## src/rtl/dcache_lsu.sv

```systemverilog
// Load/store sequencer between the memory stage and the data cache: one op in flight,
// alignment check, level-held cache request until hit, load-data alignment and extension.
module dcache_lsu #(
   parameter int ADDR_WIDTH = 64,
   parameter int DATA_WIDTH = 64,
   parameter int TAG_WIDTH  = 5,
   parameter int CNT_WIDTH  = 32
) (
   input  logic                  clk,
   input  logic                  reset_n,
   input  logic                  req_valid,
   output logic                  req_ready,
   input  logic [ADDR_WIDTH-1:0] req_addr,
   input  logic [DATA_WIDTH-1:0] req_wdata,
   input  logic [1:0]            req_size,
   input  logic                  req_unsigned,
   input  logic                  req_wrn,
   input  logic [TAG_WIDTH-1:0]  req_tag,
   input  logic                  kill,
   output logic                  resp_valid,
   input  logic                  resp_ready,
   output logic [DATA_WIDTH-1:0] resp_data,
   output logic [TAG_WIDTH-1:0]  resp_tag,
   output logic                  resp_err,
   output logic [ADDR_WIDTH-1:0] dc_addr,
   output logic [DATA_WIDTH-1:0] dc_wdata,
   output logic [1:0]            dc_wlen,
   output logic                  dc_enable,
   output logic                  dc_wrn,
   input  logic [DATA_WIDTH-1:0] dc_rdata,
   input  logic                  dc_valid,
   input  logic                  dc_write_done,
   output logic [CNT_WIDTH-1:0]  stall_cycles
);

   typedef enum logic [1:0] {IDLE, ACCESS, RESP} state_e;

   state_e                state_q, state_d;
   logic [ADDR_WIDTH-1:0] addr_q, addr_d;
   logic [DATA_WIDTH-1:0] wdata_q, wdata_d;
   logic [1:0]            size_q, size_d;
   logic                  uns_q, uns_d;
   logic                  wrn_q, wrn_d;
   logic [TAG_WIDTH-1:0]  tag_q, tag_d;
   logic [DATA_WIDTH-1:0] resp_data_q, resp_data_d;
   logic                  resp_err_q, resp_err_d;
   logic [CNT_WIDTH-1:0]  stall_q, stall_d;

   logic [2:0]            align_mask;
   logic                  misaligned;
   logic                  hit;
   logic [DATA_WIDTH-1:0] shifted;
   logic [DATA_WIDTH-1:0] load_ext;

   always_comb begin
      align_mask = 3'b000;
      case (req_size)
         2'd0: align_mask = 3'b000;
         2'd1: align_mask = 3'b001;
         2'd2: align_mask = 3'b011;
         2'd3: align_mask = 3'b111;
         default: align_mask = 3'b000;
      endcase
      misaligned = |(req_addr[2:0] & align_mask);
   end

   assign hit     = wrn_q ? dc_write_done : dc_valid;
   assign shifted = dc_rdata >> {addr_q[2:0], 3'b000};

   // Sign comes from the top kept bit; a full-word load has nothing to extend.
   always_comb begin
      load_ext = shifted;
      case (size_q)
         2'd0: load_ext = {{(DATA_WIDTH-8){shifted[7] & ~uns_q}}, shifted[7:0]};
         2'd1: load_ext = {{(DATA_WIDTH-16){shifted[15] & ~uns_q}}, shifted[15:0]};
         2'd2: load_ext = {{(DATA_WIDTH-32){shifted[31] & ~uns_q}}, shifted[31:0]};
         default: load_ext = shifted;
      endcase
   end

   always_comb begin
      state_d     = state_q;
      addr_d      = addr_q;
      wdata_d     = wdata_q;
      size_d      = size_q;
      uns_d       = uns_q;
      wrn_d       = wrn_q;
      tag_d       = tag_q;
      resp_data_d = resp_data_q;
      resp_err_d  = resp_err_q;
      stall_d     = stall_q;
      case (state_q)
         IDLE: begin
            // A kill on the acceptance cycle squashes loads only; stores always proceed.
            if (req_valid && !(kill && !req_wrn)) begin
               addr_d  = req_addr;
               wdata_d = req_wdata;
               size_d  = req_size;
               uns_d   = req_unsigned;
               wrn_d   = req_wrn;
               tag_d   = req_tag;
               if (misaligned) begin
                  resp_err_d  = 1'b1;
                  resp_data_d = '0;
                  state_d     = RESP;
               end else begin
                  resp_err_d = 1'b0;
                  state_d    = ACCESS;
               end
            end
         end
         ACCESS: begin
            if (!hit && (stall_q != {CNT_WIDTH{1'b1}})) begin
               stall_d = stall_q + 1'b1;
            end
            if (kill && !wrn_q) begin
               state_d = IDLE;
            end else if (hit) begin
               resp_data_d = wrn_q ? '0 : load_ext;
               state_d     = RESP;
            end
         end
         RESP: begin
            if (resp_ready) begin
               state_d = IDLE;
            end
         end
         default: state_d = IDLE;
      endcase
   end

   always_ff @(posedge clk or negedge reset_n) begin
      if (!reset_n) begin
         state_q     <= IDLE;
         addr_q      <= '0;
         wdata_q     <= '0;
         size_q      <= '0;
         uns_q       <= 1'b0;
         wrn_q       <= 1'b0;
         tag_q       <= '0;
         resp_data_q <= '0;
         resp_err_q  <= 1'b0;
         stall_q     <= '0;
      end else begin
         state_q     <= state_d;
         addr_q      <= addr_d;
         wdata_q     <= wdata_d;
         size_q      <= size_d;
         uns_q       <= uns_d;
         wrn_q       <= wrn_d;
         tag_q       <= tag_d;
         resp_data_q <= resp_data_d;
         resp_err_q  <= resp_err_d;
         stall_q     <= stall_d;
      end
   end

   assign req_ready    = (state_q == IDLE);
   assign resp_valid   = (state_q == RESP);
   assign dc_enable    = (state_q == ACCESS);
   assign dc_addr      = addr_q;
   assign dc_wdata     = wdata_q;
   assign dc_wlen      = size_q;
   assign dc_wrn       = wrn_q;
   assign resp_data    = resp_data_q;
   assign resp_err     = resp_err_q;
   assign resp_tag     = tag_q;
   assign stall_cycles = stall_q;

endmodule

```

## config.mk

```make
export PLATFORM = sky130hd
export DESIGN_NAME = dcache_lsu
export DESIGN_NICKNAME = d
export VERILOG_FILES = /design/src/rtl/dcache_lsu.sv
export SDC_FILE = /design/constraint.sdc
export NUM_CORES = 1
export LEC_CHECK = 0
export CAP_MARGIN = 30
export CORE_MARGIN = 10
export CORE_UTILIZATION = 44
export CTS_CLUSTER_DIAMETER = 150
export DETAILED_ROUTE_END_ITERATION = 12
export PLACE_DENSITY = 0.83
export SYNTH_ARGS = -nofsm -noshare
export SYNTH_HDL_FRONTEND = slang
export SYNTH_SLANG_ARGS = --single-unit
```

## constraint.sdc

```tcl
create_clock -name clk -period 2.72 [get_ports clk]
set_input_delay 0.408 -clock clk [delete_from_list [all_inputs] [get_ports clk]]
set_output_delay 0.408 -clock clk [all_outputs]
set_load 0.01 [all_outputs]
```

==> run metrics <==
die height=178 um; max-slew violations=0; count leader, synth=nand2_1; Async SR Flop Fraction=100%; wire per inst=22.2 um; post-cts gate resize count=0; RSZ-0062 raised after global routing=no; R2R Setup Slk=350 ps; Area growth, synth to finish=53.8%; Max Freq=385 MHz; antenna violations before repair=7; Worst-Margin Slew=848 ps; Startpoint Class=flop; Yosys reg bits=236; total power=0.0171 W; final hold vios=0; largest family of logic cells by synthesized area=simple AND/OR/NAND/NOR gates; vias=10600; post-synthesis xor/xnor area fraction=2.15%; fillcell total=1798; worst clock skew=14.0 ps; crit-path max FO=29; Static Leak=7.76 nW; top-area cell type share of the netlist area=53.6%; Root Buffer=clkbuf_16; die width=178 um; max cap viols=0; EDFF count, synth=0; largest net degree at the start of global routing=138; Mapped Nets=1374; CTS max path bufs=3; area of the multi-input gates=4820 um2; final setup violation count=0; vias in the first global route=10900; R2R depth=6; most frequent cells after synthesis=nand2_1, dfrtp_1, clkbuf_1, a22o_1, o21ai_0; Relative slew margins=42.9%; proportion of layout cells with a drive suffix above 1=8.41%; CP Class=flop to output pin; CP Capture Type=output pin; nets=1807; status=completed; cells after synthesis=1165; H-tree levels=1; Yosys cell types=58; area leader, netlist=dfrtp_1; total track usage=26.2%; Crit path required time=2310 ps; Post-Synth Simple-Gate Area=21.6%; maximum vdd drop=0.659 mV; Reg2Reg Launch Point=dc_addr[2]; Hold Path Cell Cnt=3; CTS tree=built; number of remaining DRC errors=0; grt total ovfl=0; setup TNS=0 ps; Mean Syn Cell Area=9.46 um2; post-route clock period utilization=95.5%; dpl hpwl=32.3 mm; synthesis warning total=0; antenna viol nets, final=0; RR Endpoint=resp_data[35]; row count=57; TritonRoute pass-1 iters=7; Hold WC Path Type=primary input to flop; CTS Sinks=236; Clock Latency Late Sink=530 ps; die area=31800 um2; hold wc startpoint=req_addr[3]; worst endpoint data arrival time=2190 ps; first-pass GRT wire length=65.2 mm; clock buffer count from CTS=26; Synth Cell Area=11000 um2; PortBufs=443; initial core utilization=45.1%; Post-Synth Adder-Cell Area=0.113%; mux cell area share after synthesis=7.27%; IO Pins=444; pwr/cell area=1010 nW/um2; Worst-path clk slew=70 ps; Starting DRT DRC Count=928; Synth Area in Compound Gates=12.4%; worst hold endpoint=dc_addr[3]; Core ar.=24500 um2; sequential-to-total area share from yosys stat=53.6%; gpl congestion=0.931; Synth area leaders=dfrtp_1, nand2_1, a22o_1; via/cell ratio=5.44; ys flop type=dfrtp_1; min cycle time layout=2600 ps; Reg area=5910 um2; final wirelength=43.2 mm
cell usage in the layout (no fill, tap or decap), types with 5 or more instances in the layout:
master / Yosys / layout
xnor2_1: 22 / 22
nand4_1: 13 / 13
xor2_1: 5 / 5
o22ai_1: 7 / 7
o2bb2ai_1: 12 / 12
and3_1: 11 / 11
mux2i_1: 28 / 28
nand2b_1: 5 / 5
mux4_2: 12 / 12
a21o_1: 10 / 10
o21a_1: 8 / 8
clkdlybuf4s50_1: 0 / 442
a221o_1: 15 / 15
a22o_1: 37 / 37
diode_2: 0 / 6
mux2_2: 21 / 21
buf_12: 0 / 10
nor2_1: 24 / 24
clkbuf_8: 0 / 9
clkinv_2: 0 / 6
nand2_1: 469 / 469
nand3_1: 21 / 21
a211o_1: 9 / 9
inv_1: 5 / 5
o211ai_1: 11 / 11
clkbuf_16: 0 / 26
buf_4: 0 / 27
a21oi_1: 21 / 20
o21ai_0: 35 / 35
dfrtp_1: 236 / 235
stage by stage:
step	hold slack (ps)	utilization (%)	worst slack, ps	cell area (um2)	cells
6_report	401	69.3	122	17000	1948
4_1_cts	381	69.2	109	16900	1942
2_1_floorplan	112	-	356	11000	1165
3_5_place_dp	461	65.4	13.4	16000	1893
5_1_grt	387	69.3	17.9	17000	1948
3_3_place_gp	457	65.4	85.2	16000	1893
power by group:
part	internal (W)	switching [W]
sequential	0.00471	0.000891
clock	0.00228	0.00147
combinational	0.00385	0.00389
layer usage:
layer  wire, um  share of wire, %  track usage [%]
met1      15800                36             30.2
met2      21100                49             43.4
met3       4610                11             9.11
met4       1770               4.1             11.4
met5         14             0.032                0
worst max-delay path, cell delays in order, from the launching register on:
cell             delay (ps)
dfrtp_1                 620
buf_4                   420
clkdlybuf4s50_1         610
registers in the layout, summed over array words and instances (netlist names):
name / cells
resp_tag: 5
dc_wdata: 64
resp_err: 1
stall_cycles: 32
dc_wrn: 1
resp_data: 64
dc_wlen: 2
uns_q: 1
state_q: 2
dc_addr: 64
layout make-up:
class / count / area share (%)
sequential: 236 / 34.8
timing repair buffer: 481 / 28.6
multi-input combinational: 847 / 28.4
clock buffer: 36 / 4.59
tap: 324 / 2.39
clock inverter: 12 / 0.900
inverter: 6 / 0.133
antenna: 6 / 0.0886
cell families (layout without fill, tap and decap cells):
kind of cell,count (synthesis),count (layout)
buf+inv,82,535
compound gates,182,182
simple gates,575,575
xor+xnor,27,27
other cells,0,6
flops,236,236
mux,62,62
fa+ha+maj,1,1
worst max-delay path by stage:
stage                  start                to  slack, ps
5_1_grt           dc_addr[2]        dc_addr[2]         20
2_1_floorplan         dc_wrn  stall_cycles[28]        360
3_3_place_gp   dc_write_done  stall_cycles[29]         90
3_5_place_dp   dc_write_done  stall_cycles[19]         10
4_1_cts           dc_addr[2]        dc_addr[2]        110
6_report          dc_addr[2]        dc_addr[2]        120
what timing repair did:
action | CTS | global route
hold endpoints to repair | 81 | 0
hold buffers | 1 | 0
buffers inserted | 0 | 0
No activity file was read; power rests on OpenSTA's default activity.
